<file path="src/rtl/lram_port_arbiter_pkg.sv">
// Shared types and constants for the LUTRAM port arbiter.
//   state_t     : top-level mode, SERVE (arbitrate requesters) or INIT (clear RAM)
//   DEF_*       : default widths for a 4-requester, 64x8 configuration
//   LRAM_DEPTH  : depth of the default RAM
//   rr_index    : position of the k-th candidate in a wrap-around search
package lram_port_arbiter_pkg;

  typedef enum logic {
    SERVE = 1'b0,
    INIT  = 1'b1
  } state_t;

  localparam int DEF_NUM_REQ    = 4;
  localparam int DEF_ADDR_WIDTH = 6;
  localparam int DEF_DATA_WIDTH = 8;
  localparam int LRAM_DEPTH     = 2 ** DEF_ADDR_WIDTH;

  // Requester index visited at step 'off' of a search that starts at 'base'.
  function automatic int rr_index(input int base, input int off, input int n);
    return (base + off) % n;
  endfunction

endpackage

</file>
<file path="src/rtl/lram_port_arbiter_rr_arbiter.sv">
// Combinational round-robin arbiter.
//   req       : request vector
//   ptr       : index that has highest priority this cycle
//   enable    : 0 forces an all-zero grant
//   grant     : one-hot winner, or zero when nobody wins
//   grant_idx : binary index of the winner (0 when grant is zero)
module rr_arbiter
  import lram_port_arbiter_pkg::*;
#(
  parameter int N  = DEF_NUM_REQ,
  parameter int PW = (N > 1) ? $clog2(N) : 1
) (
  input  logic [N-1:0]  req,
  input  logic [PW-1:0] ptr,
  input  logic          enable,
  output logic [N-1:0]  grant,
  output logic [PW-1:0] grant_idx
);

  logic found;

  // NOTE: every output of a combinational block gets a default before any
  // conditional assignment, otherwise synthesis infers a latch.
  always_comb begin
    grant     = '0;
    grant_idx = '0;
    found     = 1'b0;
    if (enable) begin
      for (int k = 0; k < N; k++) begin
        if (!found && req[rr_index(int'(ptr), k, N)]) begin
          found                        = 1'b1;
          grant[rr_index(int'(ptr), k, N)] = 1'b1;
          grant_idx                    = PW'(rr_index(int'(ptr), k, N));
        end
      end
    end
  end

endmodule

</file>
<file path="src/rtl/lram_port_arbiter.sv">
// Shares one single-write-port LUTRAM between NUM_REQ valid/ready requesters.
//   clock, reset        : rising-edge clock, asynchronous active-low reset
//   init / busy         : init pulse starts a full clear to INIT_VALUE; busy
//                         stays high for the 2**ADDR_WIDTH clear cycles
//   req_*               : per-requester packed request buses; req_ready is
//                         the combinational one-hot grant
//   rsp_valid/rsp_data  : read response, one cycle after the read grant
//   ram_addr/di/we/do   : external RAM port (combinational read data in)
module lram_port_arbiter
  import lram_port_arbiter_pkg::*;
#(
  parameter int                    NUM_REQ    = DEF_NUM_REQ,
  parameter int                    ADDR_WIDTH = DEF_ADDR_WIDTH,
  parameter int                    DATA_WIDTH = DEF_DATA_WIDTH,
  parameter logic [DATA_WIDTH-1:0] INIT_VALUE = '0
) (
  input  logic                          clock,
  input  logic                          reset,
  input  logic                          init,
  output logic                          busy,
  input  logic [NUM_REQ-1:0]            req_valid,
  output logic [NUM_REQ-1:0]            req_ready,
  input  logic [NUM_REQ-1:0]            req_we,
  input  logic [NUM_REQ*ADDR_WIDTH-1:0] req_addr,
  input  logic [NUM_REQ*DATA_WIDTH-1:0] req_wdata,
  output logic [NUM_REQ-1:0]            rsp_valid,
  output logic [DATA_WIDTH-1:0]         rsp_data,
  output logic [ADDR_WIDTH-1:0]         ram_addr,
  output logic [DATA_WIDTH-1:0]         ram_di,
  output logic                          ram_we,
  input  logic [DATA_WIDTH-1:0]         ram_do
);

  localparam int                    PTR_W     = (NUM_REQ > 1) ? $clog2(NUM_REQ) : 1;
  localparam logic [ADDR_WIDTH-1:0] LAST_ADDR = '1;

  state_t                  state;
  logic [PTR_W-1:0]        ptr;
  logic [ADDR_WIDTH-1:0]   cnt;
  logic [NUM_REQ-1:0]      grant;
  logic [PTR_W-1:0]        gidx;
  logic                    serve_en;
  logic                    xfer;

  // Grants are suppressed while in INIT and while reset is held, so
  // req_ready drops the instant reset asserts.
  assign serve_en = (state == SERVE) && reset;

  rr_arbiter #(
    .N  (NUM_REQ),
    .PW (PTR_W)
  ) u_arb (
    .req       (req_valid),
    .ptr       (ptr),
    .enable    (serve_en),
    .grant     (grant),
    .grant_idx (gidx)
  );

  assign req_ready = grant;
  assign xfer      = |(req_valid & grant);
  assign busy      = (state == INIT);

  // RAM drive: clear pattern in INIT, winner's request in SERVE, idle zeros.
  always_comb begin
    ram_we   = 1'b0;
    ram_addr = '0;
    ram_di   = '0;
    if (state == INIT) begin
      ram_we   = 1'b1;
      ram_addr = cnt;
      ram_di   = INIT_VALUE;
    end else if (xfer) begin
      ram_we   = req_we[gidx];
      ram_addr = req_addr[int'(gidx)*ADDR_WIDTH +: ADDR_WIDTH];
      ram_di   = req_wdata[int'(gidx)*DATA_WIDTH +: DATA_WIDTH];
    end
  end

  // NOTE: sequential state uses non-blocking assignments so every register
  // samples the values from before the edge, independent of statement order.
  always_ff @(posedge clock or negedge reset) begin
    if (!reset) begin
      state     <= SERVE;
      ptr       <= '0;
      cnt       <= '0;
      rsp_valid <= '0;
      rsp_data  <= '0;
    end else begin
      // A read granted this cycle is answered next cycle; this also delivers
      // a read that coincides with the init pulse during the first INIT cycle.
      rsp_valid <= (xfer && !req_we[gidx]) ? grant : '0;
      if (xfer && !req_we[gidx]) begin
        rsp_data <= ram_do;
      end

      case (state)
        SERVE: begin
          if (xfer) begin
            ptr <= (int'(gidx) == NUM_REQ - 1) ? '0 : gidx + 1'b1;
          end
          if (init) begin
            state <= INIT;
            cnt   <= '0;
          end
        end
        INIT: begin
          // init pulses are ignored here; the clear always runs to the end.
          cnt <= cnt + 1'b1;
          if (cnt == LAST_ADDR) begin
            state <= SERVE;
          end
        end
        default: state <= SERVE;
      endcase
    end
  end

  // Requesters must hold a pending request stable until it is granted.
  for (genvar i = 0; i < NUM_REQ; i++) begin : g_proto
    a_hold : assert property (@(posedge clock) disable iff (!reset)
      (req_valid[i] && !req_ready[i]) |=>
        (req_valid[i] && $stable(req_we[i]) &&
         $stable(req_addr[i*ADDR_WIDTH +: ADDR_WIDTH]) &&
         $stable(req_wdata[i*DATA_WIDTH +: DATA_WIDTH])));
  end

endmodule

</file>
<file path="config.mk">
export PLATFORM = sky130hd
export DESIGN_NAME = lram_port_arbiter
export DESIGN_NICKNAME = d
export VERILOG_FILES = /design/src/rtl/lram_port_arbiter_pkg.sv /design/src/rtl/lram_port_arbiter_rr_arbiter.sv /design/src/rtl/lram_port_arbiter.sv
export SDC_FILE = /design/constraint.sdc
export NUM_CORES = 1
export LEC_CHECK = 0
export BUFFER_PORTS_ARGS = -buffer_cell sky130_fd_sc_hd__buf_2
export CORE_MARGIN = 3
export CORE_UTILIZATION = 43
export CTS_BUF_LIST = sky130_fd_sc_hd__clkbuf_8
export DETAILED_ROUTE_END_ITERATION = 16
export GPL_TIMING_DRIVEN = 0
export PLACE_DENSITY_LB_ADDON = 0.2
export SETUP_SLACK_MARGIN = 0.02
export SLEW_MARGIN = 0
export SYNTH_ARGS = -nofsm -noshare
export SYNTH_HDL_FRONTEND = slang
export SYNTH_SLANG_ARGS = --single-unit
export TNS_END_PERCENT = 1
</file>
<file path="constraint.sdc">
create_clock -name clock -period 2.89 [get_ports clock]
set_input_delay 0.1445 -clock clock [delete_from_list [all_inputs] [get_ports clock]]
set_output_delay 0.1445 -clock clock [all_outputs]
set_load 0.005 [all_outputs]
</file>
# Word-level counts from Yosys, hierarchy flattened
# Index checks and enable logic that the tools add are counted.
# totals
regBits	21
in_bits	75
elab_cells	104
# classes
n_addsub	5
mul	1
order_cmp	9
n_eq_ne	3
shifts	2
muxes	53
bitwise_logic	8
reduce_logical	18
# ops
cell	count
4-bit two-way mux	9
32-bit by 6-bit variable part select with 8-bit output	1
24-bit by 6-bit variable part select with 6-bit output	1
1-bit two-way mux	22
6-bit two-way mux	3
8-bit two-way mux	2
3-bit by 4-bit less-than comparator with 1-bit output (second input constant)	3
2-bit two-way mux	6
4-bit OR	3
6-bit one-hot mux with 2 select lines	1
1-bit binary-select mux with 2-bit select	5
3-bit by 1-bit greater-or-equal comparator with 1-bit output (second input constant)	3
1-bit logical AND	9
1-bit demux with 2-bit select	4
6-bit by 1-bit adder with 6-bit output (second input constant)	1
6-bit equality test (second input constant)	1
2-bit by 3-bit less-than comparator with 1-bit output (second input constant)	2
2-bit OR reduction	3
2-bit by 1-bit adder with 2-bit output (second input constant)	2
2-bit adder (second input constant)	2
4-bit bitwise AND	1
1-bit zero test	4
2-bit by 2-bit multiplier with 4-bit output (second input constant)	1
4-bit OR reduction	1
other kinds (7)	9

# Depth between registers and ports, before layout
# Gate-level depths: netlist (run 1).
# logic_depth
ltp_word	22
ltp_mapped	13
depth_no_buf	9

# Cells and area by module
# From an unflattened synthesis (run 1), not the netlist that was laid out.
# hier_totals
hier_cells	165
area_unflattened_um2	1903.1
# by_module_without_submodules
module	instances	cells_per_inst	area_each_um2
lram_port_arbiter	1	104	1392.6
rr_arbiter	1	61	510.5

# Worst setup path before layout (run 1)
# Ideal clock, no wire load.
# synth_path
path_kind	flip-flop to output port
startpoint	reg ptr[0]
endpoint	out ram_addr[0]
arrival_time_ps	2881
required_ps	2746
slack_ps	-136
stages_incl_launch_ff	14
path_cell_list	dfrtp_1 buf_6 inv_1 ha_1 buf_6 mux2i_1 or4_4 a31o_1 a21oi_2 buf_4 buf_4 mux2i_1 nand2_1 a32o_1
# synth_between
elab_chain_len	20
# synth_rtl
element	line_no	text
start, declared	lram_port_arbiter.sv:38	logic [PTR_W-1:0] ptr;
start signal, assigned	lram_port_arbiter.sv:100	ptr <= (int'(gidx) == NUM_REQ - 1) ? '0 : gidx + 1'b1;
parallel branches: the longest is 18 deep, another holds 2-bit by 1-bit adder with 2-bit output	n/a	
6-bit two-way mux *	lram_port_arbiter.sv:73	end else if (xfer) begin
6-bit two-way mux *	lram_port_arbiter.sv:69	if (state == INIT) begin
end, declared	lram_port_arbiter.sv:28	output logic [ADDR_WIDTH-1:0] ram_addr,
# Mark *: on every way between the ends. The select of a mux whose other input is x is not followed.

# Worst setup path after layout (run 1)
# layout_path
startpoint	reg ptr[1]
endpoint	out ram_addr[1]
# The elaborated chain is that of the path after synthesis.

==> flow_summary_export.csv, run 1 <==
group,metric,value,unit
setup_path,r2r-start,"ptr[1]",
cts,tritoncts,"done",
setup_path,critical_path.cell_chain,"buf_6 > inv_8 > ha_4 > mux2i_1 > or4_4 > a31o_1 > a21oi_2 > buf_6 > buf_12 > buf_12 > mux2i_1 > nand2_1 > a32o_1 > buf_2",
placed_design,gp_congestion,0.886,
timing,maxSlewViolCount,0,
global_routing,globalRoute.totalOverflow,0,
routing,wire_per_inst,14.5,um
yosys,synth_top_cells_by_count,"nand2_1 (31), mux2i_1 (26), dfrtp_1 (21), a211oi_1 (16)",
timing,slew_headroom,0.407,
setup_path,arrival,3040,ps
yosys,yosysMostFrequentCell,"nand2_1",
routing,vias_per_cell,5.36,
power,leakagePower,1.48,nW
timing,fin_tns_setup,-5010,ps
timing,skew,6.33,ps
yosys,synthesis.instances,241,
final_layout,final.fill_count,396,
flow_run,cap_violations,0,
floorplan,io_pins,107,
setup_path,r2r_cells,16,
global_routing,grt_use_total,0.215,
yosys,synth_enable_flop_cells,0,
cts,cts_root_buf,"clkbuf_8",
global_routing,grt_pass1_wl,10.6,mm
global_routing,grt_pass1_vias,2161,
global_routing,use_met3,0.0293,
worst_hold_path,hold_path_end,"rsp_data[7]",
setup_path,rr_endpoint,"rsp_data[1]",
yosys,yosys_warnings,0,
cts,clock-sinks,21,
global_routing,use_met1,0.291,
routing,firstDrtPassIters,4,
worst_hold_path,min_path_cells,2,
setup_path,critPathMaxStageDelay,430,ps
placed_design,post-place-cells,414,
global_routing,grt_antenna_before_repair,0,
timing,fmax,314,MHz
timing,post-route-min-period,3190,ps
yosys,yosysTopAreaCell,"dfrtp_1",
timing,timing.final.ws_setup,-297,ps
placed_design,place_ws,-365,ps
yosys,synth_seq_cells,21,
yosys,synthArstFlopShare,1.00,
yosys,synth_top_area_share,0.245,
final_layout,syn2layout_area_growth,44.1,%
yosys,synth_nets,324,
yosys,ys.flop_type,"dfrtp_1",
global_routing,top_usage_layer,"met2",
setup_path,path_class,"register to primary output",
cts,clkLatencyLatePin,260,ps
final_layout,drive_gt1_frac,0.464,
yosys,netlist_area,2150,sq um
run_status,outcome,"complete, but fails checks",
yosys,synthTopCellsByArea,"dfrtp_1 (24%), mux2i_1 (12%), a211oi_1 (5.6%)",
routing,finalWirelength,6.35,mm
cts,htree_levels,1,
timing,tightest_slew,887,ps
setup_path,critPathCaptureType,"primary output",
power,peakVddDrop,281,uV
cts,cts_buffers,3,
setup_path,crit_fanout,6,
final_layout,finalNonFillerCells,438,
final_layout,nNetsFinal,455,
final_layout,diodes,0,
cts,clockBufferDepth,2,
floorplan,start_util,0.449,
floorplan,die_y,76.7,um
timing,finalCritPeriodShare,1.10,
floorplan,core_area,4790,sq um
final_layout,fin_area,3100,sq um
setup_path,worstPathRequired,2750,ps
final_layout,finish.utilization,0.647,
timing,finalHoldViolCount,0,
placed_design,placed_area,2790,sq um
routing,via_count,2347,
yosys,ys_seq_area_frac,0.245,
cts,clk_pin_slew_worst_paths,80,ps
run_status,violations,"negative setup slack",
worst_hold_path,hold_path_startpoint,"ram_do[7]",
placed_design,portBuffers,106,
floorplan,die_x,76.7,um
worst_hold_path,hold_path_class,"primary input to register",
routing,drtIter0Drc,79,
floorplan,rows,25,
floorplan,die_area,5880,sq um
routing,route.detailed.drc,0,
power,power_density,693,nW/um^2
setup_path,cp_slowest_cell,"or4_4",
routing,drtAntennaViolNets,0,
yosys,avgSynthCellArea,8.91,sq um
yosys,synth_cell_types,47,
timing,rsz0062_at_grt,"yes",
setup_path,r2r_slack,-290,ps
placed_design,dp_hpwl,4.72,mm
setup_path,start_kind,"register",
timing,setup-violations-final,27,
global_routing,use_met2,0.361,
global_routing,grt_max_degree,22,
[report_power, final]
group	internal (W)	switching (W)	total, W
logic	0.000750	0.000711	0.00146
clock network	0.0000960	0.0000961	0.000192
registers	0.000402	0.0000907	0.000493
total	0.00125	0.000898	0.00215
[how the worst max path moves through the flow]
stage,start,to,cells after the start
3_5_place_dp,ptr[0],ram_addr[1],14
2_1_floorplan,ptr[0],rsp_data[0],12
4_1_cts,ptr[0],ram_addr[1],14
6_report,ptr[1],ram_addr[1],14
5_1_grt,ptr[1],ram_addr[1],14
3_3_place_gp,ptr[0],ram_addr[1],14
[kinds of logic (layout without fill, tap and decap cells)]
kind of cell,Yosys count,after routing,synth area share
fa+ha+maj,8,8,0.0466
compound gates,66,66,0.235
buf+inv,28,158,0.0734
mux,37,37,0.205
simple gates,78,78,0.183
flops,21,21,0.245
xor+xnor,3,3,0.0122
[what timing repair did]
item / CTS / global route
setup endpoints to repair: 28 / 27
endpoints found under the hold margin: 21 / 0
gates cloned: 1 / 0
pin swaps: 18 / 3
setup buffers: 17 / 2
gates resized for setup: 21 / 4
hold buffers: 1 / 0
[flip-flops by register name (all words and copies together), names as in the netlist]
register and count:
ptr 2, cnt 6, rsp_data 8, busy 1, rsp_valid 4
[cell type report]
class	instances	area, sq um	share of cell area
buffer	19	156	0.0505
clock buffer	3	41.3	0.0133
clock inverter	1	5.00	0.00162
inverter	8	45.0	0.0145
multi-input combinational	192	1510	0.488
sequential	21	527	0.170
tap	67	83.8	0.0271
timing repair buffer	127	727	0.235
[placed cells by master, fill, tap and decap left out, drive strengths merged, types with 2 or more instances in the layout]
cell / n
a32o: 6
nand3: 7
nor3: 2
and2: 2
buf: 137
a211oi: 16
nor2b: 10
nand3b: 4
nor3b: 2
mux4: 3
o21ai: 12
o31ai: 3
mux2: 8
a22oi: 3
o22ai: 2
and3b: 2
inv: 8
nand2: 31
xnor2: 3
clkbuf: 11
o211ai: 4
mux2i: 26
a2bb2oi: 5
dfrtp: 21
ha: 8
a21oi: 8
nand2b: 2
o221a: 2
and3: 3
nor2: 10
[critical path, delay by kind of cell (launching register included)]
family | cells | cell delay [ps]
buffers and inverters | 6 | 700
AO/OA/AOI/OAI | 3 | 620
flip-flops | 1 | 400
AND/OR/NAND/NOR | 2 | 500
multiplexers | 2 | 320
adder cells (fa/ha/maj) | 1 | 220
[metal layers]
| layer | part of all wire | vias to the layer above |
|---|---|---|
| li1 | - | 1162 |
| met1 | 0.44 | 1082 |
| met2 | 0.49 | 97 |
| met3 | 0.059 | 6 |
| met4 | 0.011 | 0 |
| met5 | 0 | - |
[stage by stage]
stage | hold slack (ps) | power (W)
after floorplan | -151 | 0.00141
after global placement | 131 | 0.00173
after detailed placement | 127 | 0.00176
after CTS | 115 | 0.00210
after global routing | 117 | 0.00232
final | 119 | 0.00215
(Power assumes the default switching activity.)
==> run 2, diff against run 1 <==
--- a/config.mk
+++ b/config.mk
@@ -6,8 +6,8 @@
 export NUM_CORES = 1
 export LEC_CHECK = 0
 export BUFFER_PORTS_ARGS = -buffer_cell sky130_fd_sc_hd__buf_2
-export CORE_MARGIN = 3
-export CORE_UTILIZATION = 43
+export CORE_MARGIN = 1.5
+export CORE_UTILIZATION = 52
 export CTS_BUF_LIST = sky130_fd_sc_hd__clkbuf_8
 export DETAILED_ROUTE_END_ITERATION = 16
 export GPL_TIMING_DRIVEN = 0
==> constraint.sdc (replaced) <==
create_clock -name clock -period 4.1 [get_ports clock]
set_input_delay 0.205 -clock clock [delete_from_list [all_inputs] [get_ports clock]]
set_output_delay 0.205 -clock clock [all_outputs]
set_load 0.005 [all_outputs]
==> flow_summary_export.csv, run 2 (synthesis results as in run 1) <==
group,metric,value,unit
run_status,outcome,"finished clean",
cts,clk_pin_slew_worst_paths,70,ps
cts,clkLatencyLatePin,260,ps
global_routing,grt_use_total,0.260,
setup_path,r2r_cells,12,
setup_path,r2r-start,"ptr[0]",
timing,slew_headroom,0.677,
setup_path,r2r_slack,750,ps
final_layout,largest_reg_flops,8,
placed_design,dp_hpwl,4.61,mm
routing,vias_per_cell,5.59,
final_layout,diodes,0,
cts,clock-sinks,21,
timing,finalCritPeriodShare,0.932,
final_layout,syn2layout_area_growth,30.2,%
power,p_int,0.000783,W
power,peakVddDrop,188,uV
routing,route.detailed.drc,0,
final_layout,largest-register,"rsp_data",
timing,maxSlewViolCount,0,
cts,cts_buffers,3,
timing,skew,0.849,ps
routing,drtIter0Drc,143,
global_routing,grt_pass1_wl,9.14,mm
floorplan,die_y,67.3,um
setup_path,arrival,3610,ps
setup_path,critPathCaptureType,"primary output",
placed_design,portBuffers,106,
setup_path,critPathLaunch,"ptr[0]",
global_routing,grt_antenna_before_repair,0,
timing,fmax,262,MHz
routing,via_count,2246,
cts,htree_levels,1,
cts,cts_resized,0,
setup_path,path_class,"register to primary output",
setup_path,crit_fanout,10,
setup_path,crit_end,"ram_addr[4]",
global_routing,grt_max_degree,24,
power,swShare,0.426,
final_layout,layout_common_cells,"buf_2 (109), nand2_1 (31), mux2i_1 (26)",
timing,rsz0062_at_grt,"no",
timing,setup-violations-final,0,
global_routing,globalRoute.totalOverflow,0,
floorplan,io_pins,107,
final_layout,nNetsFinal,436,
power,leakagePower,1.34,nW
floorplan,die_area,4530,sq um
cts,clockBufferDepth,2,
floorplan,start_util,0.541,
power,power_density,488,nW/um^2
setup_path,start_kind,"register",
setup_path,worstPathRequired,3890,ps
cts,cts_root_buf,"clkbuf_8",
final_layout,final_common_cell,"buf_2",
timing,post-route-min-period,3820,ps
worst_hold_path,hold_path_class,"primary input to register",
final_layout,drive_gt1_frac,0.395,
placed_design,place_ws,596,ps
power,switchingPower,0.000582,W
timing,timing.final.ws_setup,280,ps
cts,tritoncts,"done",
final_layout,fin_area,2800,sq um
timing,fin_tns_setup,0,ps
routing,firstDrtPassIters,4,
timing,finalHoldViolCount,0,
placed_design,placed_area,2740,sq um
power,clock_power_share,0.099,
routing,finalWirelength,5.78,mm
power,p_comb_frac,0.641,
floorplan,core_area,3970,sq um
flow_run,cap_violations,0,
power,power_frac_seq,0.260,
floorplan,rows,23,
cts,cts_setup_buffers,0,
timing,tightest_slew,484,ps
final_layout,largestRegisters,"rsp_data: 8 flops, cnt: 6 flops, rsp_valid: 4 flops",
floorplan,die_x,67.3,um
global_routing,grt_pass1_vias,2059,
routing,drtAntennaViolNets,0,
placed_design,gp_congestion,0.874,
routing,wire_per_inst,14.4,um
setup_path,rr_endpoint,"rsp_data[7]",
[run 2: changes by cell type in the layout (fill, tap and decap cells not counted), moves of 2 or more]
cell       delta
inv_1         +2
a2bb2oi_1     +2
buf_4        -14
inv_8         -2
buf_12        -3
clkbuf_2      -2
clkbuf_1      +4
a2bb2oi_2     -2
[run 2: how the worst min path moves through the flow]
stage,slack (ps),start,end,cells past startpoint
floorplan,-90,reset,busy,0
global placement,180,reset,rsp_data[7],1
detailed placement,190,reset,rsp_data[7],1
CTS,170,ram_do[0],rsp_data[0],2
global route,160,ram_do[0],rsp_data[0],2
finish,170,ram_do[0],rsp_data[0],2
[run 2: metrics by stage]
stage	cells	total power [W]	utilization	hold slack [ps]
floorplan	241	0.000973	-	-90.6
global placement	397	0.00120	0.690	183
detailed placement	397	0.00122	0.690	191
CTS	402	0.00136	0.704	167
global route	402	0.00147	0.704	160
finish	402	0.00136	0.704	169
[run 2: layout make-up]
cell class / count / area (sq um)
Buffer: 20 / 128
Clock buffer: 3 / 41.3
Clock inverter: 1 / 5.00
Fill cell: 327 / 1170
Inverter: 8 / 30.0
Multi-Input combinational cell: 192 / 1470
Sequential cell: 21 / 526
Tap cell: 50 / 62.6
Timing Repair Buffer: 107 / 541
[run 2: power by group through the flow]
stage	sequential (W)	clock, W	combinational [W]
global placement	0.000351	0	0.000845
floorplan	0.000345	0	0.000629
CTS	0.000354	0.000136	0.000872
detailed placement	0.000356	0	0.000866
finish	0.000355	0.000135	0.000875
global route	0.000366	0.000145	0.000961
[run 2: what timing repair did]
action,in CTS,in global routing
endpoints found under the setup margin,0,0
endpoints found under the hold margin,21,0
hold buffers,1,0
[run 2: critical path, cell delays in order, from the launching register on]
cell and delay (ps):
dfrtp_1 450, buf_6 160, inv_1 210, ha_1 290, buf_6 150, mux2i_1 120
or4_4 430, a31o_1 220, a21oi_2 190, buf_4 200, buf_4 220, mux2i_1 230
nand2_1 80, a32o_1 270, buf_2 120
[run 2: per-layer routing]
layer	global-route usage	vias to the layer above	wire length, um
met5	0	-	0
met2	0.468	77	2930
li1	-	1120	-
met1	0.319	1043	2500
met3	0.0550	6	296
met4	0.0510	0	51
==> run 3, diff against run 2 <==
--- a/config.mk
+++ b/config.mk
@@ -12,6 +12,7 @@
 export DETAILED_ROUTE_END_ITERATION = 16
 export GPL_TIMING_DRIVEN = 0
 export PLACE_DENSITY_LB_ADDON = 0.2
+export RECOVER_POWER = 50
 export SETUP_SLACK_MARGIN = 0.02
 export SLEW_MARGIN = 0
 export SYNTH_ARGS = -nofsm -noshare
==> flow_summary_export.csv, run 3 (synthesis results as in run 1) <==
group,metric,value,unit
run_status,outcome,"finished clean",
cts,cts_setup_buffers,0,
placed_design,portBuffers,106,
floorplan,core_area,3970,sq um
final_layout,final_common_cell,"buf_2",
power,clock_power_share,0.099,
final_layout,largest_reg_flops,8,
cts,clkLatencyLatePin,260,ps
setup_path,critPathCaptureType,"primary output",
placed_design,dp_hpwl,4.61,mm
routing,firstDrtPassIters,4,
timing,fmax,262,MHz
power,p_comb_frac,0.639,
floorplan,die_y,67.3,um
global_routing,grt_use_total,0.260,
cts,clk_pin_slew_worst_paths,70,ps
final_layout,largestRegisters,"rsp_data: 8 flops, cnt: 6 flops, rsp_valid: 4 flops",
final_layout,nNetsFinal,436,
timing,rsz0062_at_grt,"no",
routing,finalWirelength,5.75,mm
timing,setup-violations-final,0,
routing,vias_per_cell,5.56,
final_layout,diodes,0,
power,switchingPower,0.000581,W
power,leakagePower,1.32,nW
routing,drtAntennaViolNets,0,
cts,cts_buffers,3,
power,total_power,0.00136,W
floorplan,io_pins,107,
power,p_int,0.000776,W
worst_hold_path,hold_path_class,"primary input to register",
global_routing,grt_pass1_vias,2059,
final_layout,drive_gt1_frac,0.375,
cts,htree_levels,1,
timing,fin_tns_setup,0,ps
timing,timing.final.ws_setup,286,ps
final_layout,syn2layout_area_growth,29.8,%
timing,slew_headroom,0.242,
global_routing,globalRoute.totalOverflow,0,
timing,tightest_slew,1140,ps
timing,whs,170,ps
setup_path,arrival,3610,ps
power,peakVddDrop,187,uV
routing,drtIter0Drc,167,
setup_path,start_kind,"register",
timing,finalCritPeriodShare,0.930,
cts,cts_resized,0,
final_layout,layout_common_cells,"buf_2 (102), nand2_1 (31), mux2i_1 (26)",
global_routing,grt_antenna_before_repair,0,
cts,tritoncts,"done",
global_routing,grt_max_degree,24,
final_layout,largest-register,"rsp_data",
routing,route.detailed.drc,0,
routing,via_count,2236,
floorplan,die_area,4530,sq um
timing,post-route-min-period,3810,ps
cts,clock-sinks,21,
power,swShare,0.428,
setup_path,crit_fanout,10,
cts,cts_root_buf,"clkbuf_8",
timing,finalHoldViolCount,0,
cts,clockBufferDepth,2,
power,power_frac_seq,0.262,
floorplan,die_x,67.3,um
timing,skew,1.09,ps
floorplan,rows,23,
floorplan,start_util,0.541,
final_layout,finish.utilization,0.702,
setup_path,worstPathRequired,3890,ps
timing,maxSlewViolCount,0,
placed_design,place_ws,596,ps
routing,wire_per_inst,14.3,um
flow_run,cap_violations,0,
setup_path,path_class,"register to primary output",
global_routing,grt_pass1_wl,9.14,mm
placed_design,gp_congestion,0.874,
final_layout,final.fill_count,330,
power,power_density,487,nW/um^2
==> run 3: cell types whose count changed in the layout (fill, tap and decap cells not counted), sizes merged <==
cell / change
buf: -7
clkbuf: +7
==> run 3: final timing paths <==
path                             startpoint          end  slack (ps)  cells past startpoint
worst max register to register       ptr[0]  rsp_data[7]         750                     12
max in group asynchronous             reset       ptr[0]        2740                      2
worst min register to register  rsp_data[2]  rsp_data[2]         510                      1
min in group asynchronous             reset  rsp_data[0]         680                      2
worst min-delay path              ram_do[0]  rsp_data[0]         170                      2
worst max-delay path                 ptr[0]  ram_addr[4]         290                     14
==> run 3: repair_timing <==
action / 4_1_cts / 5_1_grt
endpoints found under the setup margin: 0 / 0
hold endpoints to repair: 21 / 0
hold buffers: 1 / 0
==> run 3: cell type report <==
cell class / instances / area (sq um) / area share
plain buffers: 20 / 128 / 0.0458
flip-flops and latches: 21 / 526 / 0.188
well taps: 50 / 62.6 / 0.0224
multi-input cells: 192 / 1470 / 0.525
inverters: 8 / 30.0 / 0.0108
clock inverters: 1 / 5.00 / 0.00179
clock buffers: 3 / 41.3 / 0.0148
repair buffers: 107 / 532 / 0.191
==> run 3: power groups by stage <==
stage                     combinational (W)  sequential, W  clock (W)
final                              0.000868       0.000355   0.000134
after floorplan                    0.000629       0.000345          0
after CTS                          0.000872       0.000354   0.000136
after detailed placement           0.000866       0.000356          0
after global routing               0.000955       0.000368   0.000145
after global placement             0.000845       0.000351          0
==> run 3: critical path: stages (launching register included) <==
cell,delay (ps)
dfrtp_1,450
buf_6,160
inv_1,210
ha_1,290
buf_6,150
mux2i_1,120
or4_4,430
a31o_1,220
a21oi_2,190
buf_4,200
buf_4,220
mux2i_1,230
nand2_1,80
a32o_1,270
buf_2,120
==> run 3: layer usage <==
layer | up-vias | share of wire | GRT usage | routed length [um]
li1 | 1120 | - | - | -
met1 | 1027 | 0.42 | 0.319 | 2420
met2 | 83 | 0.51 | 0.468 | 2950
met3 | 6 | 0.057 | 0.0550 | 326
met4 | 0 | 0.0089 | 0.0510 | 51
met5 | - | 0 | 0 | 0
==> run 3: through the flow <==
stage	cell area, sq um	instances
CTS	2800	402
global placement	2740	397
detailed placement	2740	397
floorplan	2150	241
global route	2790	402
finish	2790	402
